**src/rtl/noise_pkg.sv**
```systemverilog
// Shared constants for the noise voice: length/period lookup tables and register map.
package noise_pkg;

    localparam logic [1:0] ADDR_CTRL   = 2'd0;  // $400C
    localparam logic [1:0] ADDR_UNUSED = 2'd1;  // $400D
    localparam logic [1:0] ADDR_PERIOD = 2'd2;  // $400E
    localparam logic [1:0] ADDR_LEN    = 2'd3;  // $400F

    localparam logic [7:0] LEN_TABLE [32] = '{
        8'd10,  8'd254, 8'd20,  8'd2,  8'd40, 8'd4,  8'd80, 8'd6,
        8'd160, 8'd8,   8'd60,  8'd10, 8'd14, 8'd12, 8'd26, 8'd14,
        8'd12,  8'd16,  8'd24,  8'd18, 8'd48, 8'd20, 8'd96, 8'd22,
        8'd192, 8'd24,  8'd72,  8'd26, 8'd16, 8'd28, 8'd32, 8'd30
    };

    localparam int unsigned PERIOD_NTSC [16] = '{
        4, 8, 16, 32, 64, 96, 128, 160, 202, 254, 380, 508, 762, 1016, 2034, 4068
    };

    localparam int unsigned PERIOD_PAL [16] = '{
        4, 8, 14, 30, 60, 88, 118, 148, 188, 236, 354, 472, 708, 944, 1890, 3778
    };

    typedef struct packed {
        logic       en;
        logic [1:0] addr;
        logic [7:0] data;
    } wr_req_t;

    function automatic int unsigned max_period(input bit pal);
        int unsigned m;
        m = 0;
        for (int i = 0; i < 16; i++) begin
            if (pal && PERIOD_PAL[i] > m)   m = PERIOD_PAL[i];
            if (!pal && PERIOD_NTSC[i] > m) m = PERIOD_NTSC[i];
        end
        return m;
    endfunction

endpackage

```
**src/rtl/apu_envelope.sv**
```systemverilog
// APU envelope generator: start flag, divider and 4-bit decay level with optional loop.
module apu_envelope (
    input  logic       clk,
    input  logic       rst,
    input  logic       qframe,
    input  logic       start_set,
    input  logic       loop,
    input  logic [3:0] n,
    output logic [3:0] decay
);
    logic       start;
    logic [3:0] div;

    always_ff @(posedge clk) begin
        if (rst) begin
            start <= 1'b0;
            div   <= 4'd0;
            decay <= 4'd0;
        end else begin
            if (qframe) begin
                if (start) begin
                    start <= 1'b0;
                    decay <= 4'd15;
                    div   <= n;
                end else if (div == 4'd0) begin
                    div <= n;
                    if (decay != 4'd0) decay <= decay - 4'd1;
                    else if (loop)     decay <= 4'd15;
                end else begin
                    div <= div - 4'd1;
                end
            end
            // A fresh write outranks the clear so it survives to the following qframe
            if (start_set) start <= 1'b1;
        end
    end

endmodule

```
**src/rtl/noise_channel.sv**
```systemverilog
// NES pAPU noise voice: register port, period timer, LFSR, length counter and envelope.
module noise_channel
    import noise_pkg::*;
#(
    parameter int LFSR_W    = 15,
    parameter int TAP_LONG  = 1,
    parameter int TAP_SHORT = 6,
    parameter int TIMER_W   = 12,
    parameter int PAL       = 0,
    parameter int VOL_W     = 4
) (
    input  logic             clk,
    input  logic             rst,
    input  logic             apu_tick,
    input  logic             qframe,
    input  logic             hframe,
    input  logic             wr_en,
    input  logic [1:0]       wr_addr,
    input  logic [7:0]       wr_data,
    input  logic             chan_en,
    output logic [VOL_W-1:0] vol,
    output logic             len_active
);
    localparam int unsigned MAX_PERIOD = max_period(PAL != 0);

    if (MAX_PERIOD > (32'd1 << TIMER_W)) begin : g_bad_timer_w
        $error("noise_channel: period table does not fit TIMER_W");
    end
    if (LFSR_W < 8 || TAP_SHORT >= LFSR_W || TAP_LONG >= LFSR_W) begin : g_bad_lfsr
        $error("noise_channel: illegal LFSR width or tap");
    end
    if (VOL_W < 4) begin : g_bad_vol
        $error("noise_channel: VOL_W must hold a 4-bit level");
    end

    wr_req_t             req;
    logic [LFSR_W-1:0]   lfsr;
    logic [TIMER_W-1:0]  timer;
    logic [7:0]          len;
    logic                halt, const_vol, mode;
    logic [3:0]          n, pidx, decay;
    logic                len_wr, fb;
    int unsigned         period_cur;

    assign req        = '{en: wr_en, addr: wr_addr, data: wr_data};
    assign len_wr     = req.en && (req.addr == ADDR_LEN);
    assign period_cur = (PAL != 0) ? PERIOD_PAL[pidx] : PERIOD_NTSC[pidx];
    assign fb         = lfsr[0] ^ lfsr[mode ? TAP_SHORT : TAP_LONG];
    assign len_active = (len != 8'd0);

    always_ff @(posedge clk) begin
        if (rst) begin
            halt      <= 1'b0;
            const_vol <= 1'b0;
            n         <= 4'd0;
            mode      <= 1'b0;
            pidx      <= 4'd0;
        end else if (req.en) begin
            if (req.addr == ADDR_CTRL) begin
                halt      <= req.data[5];
                const_vol <= req.data[4];
                n         <= req.data[3:0];
            end
            if (req.addr == ADDR_PERIOD) begin
                mode <= req.data[7];
                pidx <= req.data[3:0];
            end
        end
    end

    // Period changes are picked up only at the next expiry, never mid-count
    always_ff @(posedge clk) begin
        if (rst) begin
            timer <= '0;
            lfsr  <= LFSR_W'(1);
        end else if (apu_tick) begin
            if (timer == '0) begin
                timer <= TIMER_W'(period_cur - 32'd1);
                lfsr  <= {fb, lfsr[LFSR_W-1:1]};
            end else begin
                timer <= timer - TIMER_W'(1);
            end
        end
    end

    always_ff @(posedge clk) begin
        if (rst || !chan_en)                    len <= 8'd0;
        else if (len_wr)                        len <= LEN_TABLE[req.data[7:3]];
        else if (hframe && !halt && len != 8'd0) len <= len - 8'd1;
    end

    apu_envelope u_env (
        .clk       (clk),
        .rst       (rst),
        .qframe    (qframe),
        .start_set (len_wr),
        .loop      (halt),
        .n         (n),
        .decay     (decay)
    );

    always_ff @(posedge clk) begin
        if (rst)                               vol <= '0;
        else if (len == 8'd0 || lfsr[0])       vol <= '0;
        else                                   vol <= VOL_W'(const_vol ? n : decay);
    end

endmodule
```
**config.mk**
```make
export PLATFORM = sky130hd
export DESIGN_NAME = noise_channel
export DESIGN_NICKNAME = d
export VERILOG_FILES = /design/src/rtl/noise_pkg.sv /design/src/rtl/apu_envelope.sv /design/src/rtl/noise_channel.sv
export SDC_FILE = /design/constraint.sdc
export NUM_CORES = 1
export LEC_CHECK = 0
export BUFFER_PORTS_ARGS = -buffer_cell sky130_fd_sc_hd__buf_2
export CAP_MARGIN = 20
export CORE_UTILIZATION = 55
export CTS_CLUSTER_DIAMETER = 60
export DETAILED_ROUTE_END_ITERATION = 16
export PLACE_DENSITY = 0.85
export SLEW_MARGIN = 0
export SYNTH_ARGS = -nofsm -noshare
export SYNTH_HDL_FRONTEND = slang
export SYNTH_SLANG_ARGS = --single-unit
```
**constraint.sdc**
```tcl
create_clock -name clk -period 5.18 [get_ports clk]
set_input_delay 0.518 -clock clk [delete_from_list [all_inputs] [get_ports clk]]
set_output_delay 0.518 -clock clk [all_outputs]
set_load 0.01 [all_outputs]
```
==> impl_results.md, run 1 <==
* PwrDens at about 430 nW/µm²
* Clk slew on worst S/H paths at 0.06 ns
* Final #Nets at around 450
* Commonest non-fill, non-tap cell in the layout: dfxtp_1
* Postcts setup bufs at 0
* Starting density of the core at 57.4%
* Area of the die at 6130 µm²
* Hold Path Origin: lfsr[8]
* Avg Cell Area, Syn at 7.83 µm²
* Dpl hpwl at just under 5000 µm
* Ys flop type: dfxtp_1
* Post-synth EDFFs at 0
* Maxcap violations at 0
* CTS Sinks at 59
* Post-route clock period utilization at 59.6%
* CTS Hold Bufs at 0
* Most frequent cells in the layout: dfxtp_1, nand2_1, nor2_1
* Worst IR drop on VDD at 0.315 mV
* Critical path data required time at 5.36 ns
* CTS tree: yes
* Sw Ratio at 37.3%
* Total CTS buffers at 9
* H-tree depth at 3
* Rel. slew slack at 39.9%
* Skew-Pair Late Insertion Delay at 0.33 ns
* GRT Overall Usage at 24.4%
* Worst-Margin Slew at approximately 0.9 ns
* ANT cells at 0
* R2r worst-path depth at 9
* Via count at 2929
* Clock Skew at 0.00738 ns
* Setup Viol. Count Final at 0
* Post-Syn Instances at approximately 410
* DRC Markers at 0
* Post-DRT Antenna Nets at 0
* Seq/Total Area, Yosys at 36.9%
* WS Path Type: register to register
* # resized after CTS at 0
* Synth Cell Area at 3200 µm²
* Reg2reg end: timer[8]
* WL per Instance at 13.8 µm
* Grt ovf at 0
* Dpl cell area at around 3300 µm²
* Clk pwr share at between 20% and 30%
* Sequential Power Share at 39.1%
* Via density at 5.88
* Synth cell types at 52
* Reg2reg start: timer[6]
* IO Pins at 22
* Worst Hold Class: register to register
* GPL Wtd Cong at 0.917
* Crit Path Max Fanout at 7
* Setup TNS at 0 ns
* Final Instance Area at 3490 µm²
* Root Driver: clkbuf_8
* Synthesized Nets at 436
* FF-to-FF setup slack at 2.09 ns
* Pin count of the biggest net entering global routing at 48
* Layout cells sized above 1 at between 10% and 20%
* Die Wd at 78.3 µm
* Vias in the first global route at 2599
* Vert. Die Dim at 78.3 µm
* Outcome: finished clean
* Fmax at 324 MHz
* Detailed Route WL at 6870 µm
* TritonRoute pass-1 iters at 5
* Worst setup SP type: register
* Area grow syn2layout at 9.11%
* Initial antenna violation count at 0
* Asr flop ratio synth at 0%
* Initial DRC count at between 300 and 400
* Net load switching power at about 560 µW
* RSZ-0062 raised after global routing: no
* Tot Pwr at 1490 µW
* CTS Buffer Depth at 2
* Pint at 937 µW
* Core ar. at between 5000 and 6000 µm²
* Combinational share of power at 36.1%
* First-pass GRT wire length at 11700 µm
* Min Tclk post-route at about 3.1 ns
* Critical Path End Type: register
* Post-synthesis register bit count at 59
* Leakage at 0.00129 µW
* Final Slew Violations at 0
* Synth warn at 0
* Hold Path End: lfsr[7]
* Row cnt at 27
* CP arrival at between 3 and 4 ns
* Hold path cells at 2
* Number of port buffers at 21
* Final Hold Viols at 0
[critical path, stage by stage (launching register included)]
cell and delay, ns:
dfxtp_1 0.36, or4_4 0.56, nor4_1 0.79, a41oi_1 0.25, ha_1 0.30, nor2b_1 0.17
o21ai_4 0.10, or3_1 0.16, mux2i_1 0.17, a21oi_1 0.07
[cells by family after synthesis]
family | after synthesis | share of synthesized area (%)
adder cells (fa/ha/maj) | 11 | 4.22
AND/OR/NAND/NOR | 162 | 23.7
XOR/XNOR | 11 | 3.01
flip-flops | 59 | 36.9
buffers and inverters | 42 | 5.24
multiplexers | 17 | 5.32
AO/OA/AOI/OAI | 107 | 21.6
[cells in the mapped netlist (2+ instances only)]
| cell type | count | area (µm²) |
|---|---|---|
| nand2b_1 | 10 | 62.6 |
| o221a_2 | 2 | 22.5 |
| nand2_1 | 53 | 199 |
| dfxtp_1 | 59 | 1180 |
| a211oi_1 | 13 | 97.6 |
| buf_1 | 3 | 11.3 |
| nor2_1 | 48 | 180 |
| a21oi_1 | 43 | 215 |
| o21ai_0 | 15 | 75.1 |
| clkbuf_1 | 15 | 56.3 |
| a31oi_1 | 6 | 37.5 |
| inv_1 | 20 | 75.1 |
| o2111ai_1 | 2 | 17.5 |
| o211ai_1 | 3 | 22.5 |
| nor4_1 | 8 | 50.1 |
| xor2_1 | 4 | 35.0 |
| a41oi_1 | 2 | 17.5 |
| xnor2_1 | 7 | 61.3 |
| buf_2 | 2 | 10.0 |
| and2_1 | 2 | 12.5 |
| o21a_1 | 2 | 15.0 |
| a221oi_1 | 2 | 17.5 |
| or2_2 | 3 | 18.8 |
| a2111o_1 | 2 | 22.5 |
| nand3_1 | 7 | 35.0 |
| or4_4 | 2 | 22.5 |
| a311oi_1 | 5 | 43.8 |
| mux2i_1 | 17 | 170 |
| or3_1 | 4 | 25.0 |
| nor3_1 | 14 | 70.1 |
| ha_1 | 10 | 125 |
| nor2b_1 | 3 | 18.8 |
| nand3b_1 | 2 | 15.0 |
[worst max-delay path by stage]
stage	start	endpoint	depth (start not counted)
floorplan	timer[6]	timer[8]	9
global placement	timer[6]	timer[8]	9
detailed placement	timer[6]	timer[8]	9
CTS	timer[6]	timer[8]	9
global route	timer[6]	timer[8]	9
finish	timer[6]	timer[8]	9
[stage by stage]
stage               setup slack (ns)  hold WS, ns  util, %  instances
global route                    1.87        0.465     62.6        498
detailed placement              2.17        0.443     59.3        481
CTS                             2.13        0.448     62.6        497
global placement                2.24        0.435     59.3        481
finish                          2.09        0.454     62.6        498
floorplan                       2.51        0.432        -        409
[per-layer routing]
layer	vias to the layer above	global-route usage, %	part of all wire [%]
li1	1478	-	-
met1	1358	30.6	48
met2	78	39.6	46
met3	15	4.77	4.0
met4	0	12.6	2.2
met5	-	0	0
[sequential cells by signal, summed over array words and instances, names as in the netlist]
register,count
lfsr,15
timer,12
len,8
n,4
pidx,4
u_env.decay,4
u_env.div,4
vol,4
const_vol,1
halt,1
mode,1
u_env.start,1
[power by group through the flow]
stage / logic (µW) / clock network [µW] / registers [µW]
6_report: 540 / 371 / 584
5_1_grt: 600 / 404 / 595
4_1_cts: 534 / 379 / 582
3_5_place_dp: 530 / 0 / 591
3_3_place_gp: 513 / 0 / 587
2_1_floorplan: 453 / 0 / 573
[layout make-up]
type                            instances  area, µm²
Tap cell                               72       90.1
Clock buffer                           12        155
Multi-Input combinational cell        308       1850
Inverter                               21       78.8
Clock inverter                          4       25.0
Fill cell                             501       2080
Timing Repair Buffer                   22        110
Sequential cell                        59       1180
Note: power is estimated with default switching activity, not from simulation.
==> inputs of run 2 (changes only) <==
--- a/config.mk
+++ b/config.mk
@@ -7,10 +7,10 @@
 export LEC_CHECK = 0
 export BUFFER_PORTS_ARGS = -buffer_cell sky130_fd_sc_hd__buf_2
 export CAP_MARGIN = 20
-export CORE_UTILIZATION = 55
+export CORE_UTILIZATION = 54
 export CTS_CLUSTER_DIAMETER = 60
 export DETAILED_ROUTE_END_ITERATION = 16
-export PLACE_DENSITY = 0.85
+export PLACE_DENSITY = 0.86
 export SLEW_MARGIN = 0
 export SYNTH_ARGS = -nofsm -noshare
 export SYNTH_HDL_FRONTEND = slang
==> constraint.sdc (replaced) <==
create_clock -name clk -period 2.5 [get_ports clk]
set_input_delay 0.25 -clock clk [delete_from_list [all_inputs] [get_ports clk]]
set_output_delay 0.25 -clock clk [all_outputs]
set_load 0.01 [all_outputs]
==> run 2 against run 1 <==
  * Sequential power rose by 110%
  * Clock skew fell by 0.0021 ns
  * Worst hold slack got worse by 0.26 ns
  * Count of clock-buffer cells in the layout rose by 1
  * Flip-flop and latch count did not move
  * Register-to-register slack got worse by 1.9 ns
  * Die area rose by 1.8%
  * Non-clock buffer count rose by 11
  * Core utilization rose by 1.5 points
  * Critical path depth fell by 3
  * Power rose by 120%
  * Sequential share of layout area fell by 1.0 points
  * Largest power group is now combinational logic
  * Highest routed layer unchanged
==> impl_results.md, run 2 (synthesized netlist as in run 1, its figures left out) <==
* Skew-Pair Late Insertion Delay at 0.34 ns
* DRC Markers at 0
* WS Path Type: register to register
* Critical Path, Cell by Cell: or4_4, or4_4, o21ai_4, or3_1, mux2i_1, a21oi_1
* Final Hold Viols at 0
* Commonest non-fill, non-tap cell in the layout: dfxtp_1
* IO Pins at 22
* Min Tclk post-route at 2.31 ns
* TritonRoute pass-1 iters at 5
* Area of the die at 6240 µm²
* Initial DRC count at 395
* Area grow syn2layout at 12.4%
* Starting density of the core at 57.1%
* Fmax at 432 MHz
* Critical Path End Type: register
* Sequential Power Share at 36.7%
* Initial antenna violation count at 0
* Detailed Route WL at 7300 µm
* Outcome: finished clean
* Post-route clock period utilization at between 90% and 100%
* Setup TNS at 0 ns
* Filler cells at 502
* GPL Wtd Cong at between 0.9 and 1
* Die Wd at 79.0 µm
* Max FFs per register at 15
* Vias in the first global route at 2682
* Worst setup SP type: register
* Most flops, register: lfsr
* Pint at 2050 µW
* Via count at about 3000
* Final Slew Violations at 0
* GRT Overall Usage at 24.8%
* Vert. Die Dim at 79.0 µm
* Final #Nets at 459
* Critical path data required time at between 2 and 3 ns
* First-pass GRT wire length at 12100 µm
* Pin count of the biggest net entering global routing at 28
* CP arrival at 2.53 ns
* Post-DRT Antenna Nets at 0
* Clk slew on worst S/H paths at 0.07 ns
* Worst IR drop on VDD at 0.564 mV
* Maxcap violations at 0
* Clock Skew at ~0.0053 ns
* CTS Hold Bufs at 0
* Leakage at 0.00135 µW
* Root Driver: clkbuf_8
* Largest registers: lfsr (15), timer (12), len (8)
* Setup Viol. Count Final at 0
* Core ar. at between 5000 and 6000 µm²
* Net load switching power at 1220 µW
* WP buf/inv at 0
* Sw Ratio at 37.3%
* Layout cells sized above 1 at 13.5%
* Rel. slew slack at between 60% and 70%
* Worst-Margin Slew at 0.563 ns
* Total CTS buffers at 9
* Via density at 5.99
* ANT cells at 0
* Crit Path Max Fanout at 7
* Row cnt at 27
* Combinational share of power at 38.9%
* Most frequent cells in the layout: dfxtp_1, nand2_1, nor2_1
* CTS Sinks at 59
* Tot Pwr at between 3000 and 4000 µW
* WL per Instance at 14.4 µm
* CTS tree: yes
* Top Family by Delay on Critical Path: simple AND/OR/NAND/NOR gates
* Grt ovf at 0
* CP max stage delay at between 0.6 and 0.7 ns
* Number of port buffers at 21
* CP dominant cell by count: or4_4
* Crit-path slowest cell: or4_4
* CTS Buffer Depth at 2
* Dpl hpwl at approximately 5100 µm
* H-tree depth at 3
* Clk pwr share at 24.4%
* RSZ-0062 raised after global routing: no
* Worst Hold Class: input port to register
* PwrDens at 908 nW/µm²
run 2: cell types whose count changed in the layout (fill, tap and decap cells not counted):
| cell | previous run | this run |
|---|---|---|
| buf_4 | 0 | 12 |
| or3_4 | 0 | 1 |
| clkinvlp_4 | 2 | 0 |
| clkbuf_8 | 11 | 12 |
| ha_2 | 0 | 1 |
| buf_2 | 22 | 21 |
| ha_1 | 10 | 9 |
| nor4_1 | 8 | 7 |
| nor4_4 | 0 | 1 |
| or3_1 | 4 | 3 |
run 2: metal layers:
layer	vias up	share of wire, %	global-route usage, %
li1	1492	-	-
met1	1417	45	32.3
met2	109	48	39.8
met3	24	4.4	3.56
met4	0	2.4	12.5
met5	-	0	0
run 2: worst paths after layout:
path	from	endpoint	slack (ns)	depth (start not counted)
max	timer[11]	timer[8]	0.19	6
min	wr_data[0]	n[0]	0.20	3
max reg2reg	timer[11]	timer[8]	0.19	6
min reg2reg	lfsr[8]	lfsr[7]	0.45	2
run 2: cell type report:
type | count | area [µm²] | share of cell area [%]
multi-input combinational | 308 | 1870 | 52.1
clock buffer | 13 | 169 | 4.69
sequential | 59 | 1180 | 32.8
tap | 72 | 90.1 | 2.50
timing repair buffer | 33 | 195 | 5.42
clock inverter | 2 | 10.0 | 0.278
inverter | 21 | 78.8 | 2.19
run 2: timing repair:
item / 4_1_cts / 5_1_grt
setup endpoints to repair: 0 / 5
resized for setup: 0 / 3
setup buffers: 0 / 0
run 2: worst register-to-register path, cell delays in order, from the launching register on:
cell     delay (ns)
dfxtp_1        0.31
or4_4          0.58
or4_4          0.61
o21ai_4        0.26
or3_1          0.16
mux2i_1        0.18
a21oi_1        0.08
run 2: metrics by stage:
stage / setup WS (ns) / util, % / std cells / hold slack, ns / area [µm²]
floorplan: 0.0264 / - / 409 / 0.393 / 3210
global placement: 0.136 / 60.7 / 493 / 0.435 / 3400
detailed placement: 0.0911 / 60.7 / 493 / 0.444 / 3400
CTS: 0.0681 / 63.9 / 508 / 0.192 / 3580
global route: 0.00870 / 64.2 / 508 / 0.202 / 3600
finish: 0.186 / 64.2 / 508 / 0.197 / 3600
run 2: power groups by stage:
stage                     clock (µW)  combinational [µW]  sequential [µW]
final                            797                1270             1200
after CTS                        805                1220             1190
after detailed placement           0                1200             1210
after floorplan                    0                 952             1190
after global routing             843                1410             1220
after global placement             0                1160             1200
==> inputs of run 3 (changes only) <==
--- a/config.mk
+++ b/config.mk
@@ -7,10 +7,13 @@
 export LEC_CHECK = 0
 export BUFFER_PORTS_ARGS = -buffer_cell sky130_fd_sc_hd__buf_2
 export CAP_MARGIN = 20
-export CORE_UTILIZATION = 54
+export CELL_PAD_IN_SITES_DETAIL_PLACEMENT = 0
+export CELL_PAD_IN_SITES_GLOBAL_PLACEMENT = 1
+export CORE_UTILIZATION = 48
 export CTS_CLUSTER_DIAMETER = 60
 export DETAILED_ROUTE_END_ITERATION = 16
-export PLACE_DENSITY = 0.86
+export GPL_ROUTABILITY_DRIVEN = 0
+export PLACE_DENSITY = 0.95
 export SLEW_MARGIN = 0
 export SYNTH_ARGS = -nofsm -noshare
 export SYNTH_HDL_FRONTEND = slang
==> constraint.sdc (replaced) <==
create_clock -name clk -period 2.7 [get_ports clk]
set_input_delay 0.27 -clock clk [delete_from_list [all_inputs] [get_ports clk]]
set_output_delay 0.27 -clock clk [all_outputs]
set_load 0.01 [all_outputs]
==> run 3 against run 2 <==
  * Combinational power shrank 14%
  * Core utilization shrank 7.9 points
  * Critical endpoint unchanged
  * Wire length shrank 2.3%
  * Die area grew 12%
  * Design area is essentially flat
==> impl_results.md, run 3 (synthesized netlist as in run 1, its figures left out) <==
* Crit-path slowest cell: or4_4
* Via count at 2940
* Top Family by Delay on Critical Path: simple AND/OR/NAND/NOR gates
* Detailed Route WL at 7130 µm
* Initial DRC count at around 320
* Tot Pwr at about 3100 µW
* WS Path Type: register to register
* PwrDens at 859 nW/µm²
* R2r worst-path depth at 9
* Worst-Margin Slew at 0.622 ns
* Hold Path Origin: wr_data[1]
* Commonest non-fill, non-tap cell in the layout: dfxtp_1
* Number of port buffers at 21
* Dpl hpwl at 5010 µm
* Most frequent cells in the layout: dfxtp_1, nand2_1, nor2_1
* Skew-Pair Late Insertion Delay at 0.34 ns
* Critical Path Start: timer[6]
* FF-to-FF setup slack at 0.17 ns
* Layout cells sized above 1 at 12.7%
* Critical Path, Cell by Cell: or4_4, nor4_2, a41oi_1, ha_1, nor2b_1, o21ai_4, or3_1, mux2i_1, a21oi_1
* Crit Path Max Fanout at 7
* Initial antenna violation count at 0
* GRT Overall Usage at 21.4%
* Reg2reg end: timer[8]
* Outcome: finished clean
* Total CTS buffers at 9
* Starting density of the core at 50.1%
* Critical Path End Type: register
* Final core utilization at between 50% and 60%
* Grt ovf at 0
* Final #Nets at roughly 460
* Worst IR drop on VDD at 0.436 mV
* H-tree depth at 3
* WL per Instance at 14.0 µm
* Hold path cells at 3
* Row cnt at 29
* Min Tclk post-route at 2.53 ns
* Vert. Die Dim at roughly 84 µm
* Area of the die at approximately 7000 µm²
* Pin count of the biggest net entering global routing at 31
* Worst Hold Class: input port to register
* CP max stage delay at about 0.57 ns
* Fmax at 395 MHz
* TritonRoute pass-1 iters at 4
* Vias in the first global route at 2688
* Clk slew on worst S/H paths at 0.07 ns
* Hold Path End: pidx[1]
* Post-route clock period utilization at 93.7%
* CTS tree: yes
* Area grow syn2layout at 12.4%
* Rel. slew slack at 58.3%
* Core ar. at around 6400 µm²
* Maxcap violations at 0
* CTS Buffer Depth at 2
* Setup Viol. Count Final at 0
* ANT cells at 0
* Most flops, register: lfsr
* Worst setup SP type: register
* First-pass GRT wire length at 12200 µm
* RSZ-0062 raised after global routing: no
* Root Driver: clkbuf_8
* Final Hold Viols at 0
* Die Wd at 83.7 µm
* Reg2reg start: timer[6]
* WP buf/inv at 0
* DRC Markers at 0
* Max FFs per register at 15
* Critical path data required time at a little under 3 ns
* IO Pins at 22
* Setup TNS at 0 ns
* Leakage at approximately 0.0014 µW
* CP arrival at 2.74 ns
* Final Slew Violations at 0
* Via density at 5.76
* Post-DRT Antenna Nets at 0
* Largest registers: lfsr (15), timer (12), len (8)
* CTS Sinks at between 50 and 60
* Clock Skew at 0.00891 ns
## run 3: report_power, final
| part | leakage [µW] | switching [µW] | total (µW) | internal, µW |
|---|---|---|---|---|
| registers | 0.000480 | 129 | 1120 | 993 |
| clock network | 0.000113 | 357 | 874 | 517 |
| logic | 0.000759 | 623 | 1090 | 470 |
## run 3: cell type report
| cell class | instances | area [µm²] |
|---|---|---|
| Fill cell | 602 | 2790 |
| Multi-Input combinational cell | 308 | 1860 |
| Sequential cell | 59 | 1180 |
| Timing Repair Buffer | 29 | 165 |
| Clock buffer | 9 | 124 |
| Tap cell | 77 | 96.3 |
| Clock inverter | 7 | 92.6 |
| Inverter | 21 | 78.8 |
## run 3: worst max path at each step
stage | to | slack [ns] | cells after the start
global route | timer[8] | 0.04 | 9
finish | timer[8] | 0.17 | 9
floorplan | timer[8] | 0.03 | 9
CTS | timer[8] | 0.09 | 9
global placement | timer[8] | 0.25 | 9
detailed placement | timer[8] | 0.14 | 9
## run 3: what timing repair did
item                       in CTS  in global routing
hold buffers                    0                  0
setup endpoints to repair       0                  4
gates resized for setup         0                  1
buffers inserted                0                  0
## run 3: routing by layer
| layer | up-vias | share of wire (%) | wire length [µm] | GRT usage (%) |
|---|---|---|---|---|
| li1 | 1482 | - | - | - |
| met1 | 1372 | 48 | 3400 | 28.1 |
| met2 | 69 | 46 | 3280 | 33.9 |
| met3 | 17 | 4.0 | 283 | 4.06 |
| met4 | 0 | 2.3 | 161 | 9.71 |
| met5 | - | 0 | 0 | 0 |
## run 3: metrics by stage
stage,setup slack [ns],hold WS (ns),instances,instance area (µm²)
floorplan,0.0323,0.413,409,3200
global placement,0.255,0.440,494,3370
detailed placement,0.136,0.446,494,3370
CTS,0.0932,0.197,510,3590
global route,0.0353,0.208,510,3600
finish,0.171,0.204,510,3600
## run 3: worst min-delay path, delay by kind of cell
kind	cells	cell delay, ns
buf+inv	1	0.10
simple gates	1	0.07
mux	1	0.06
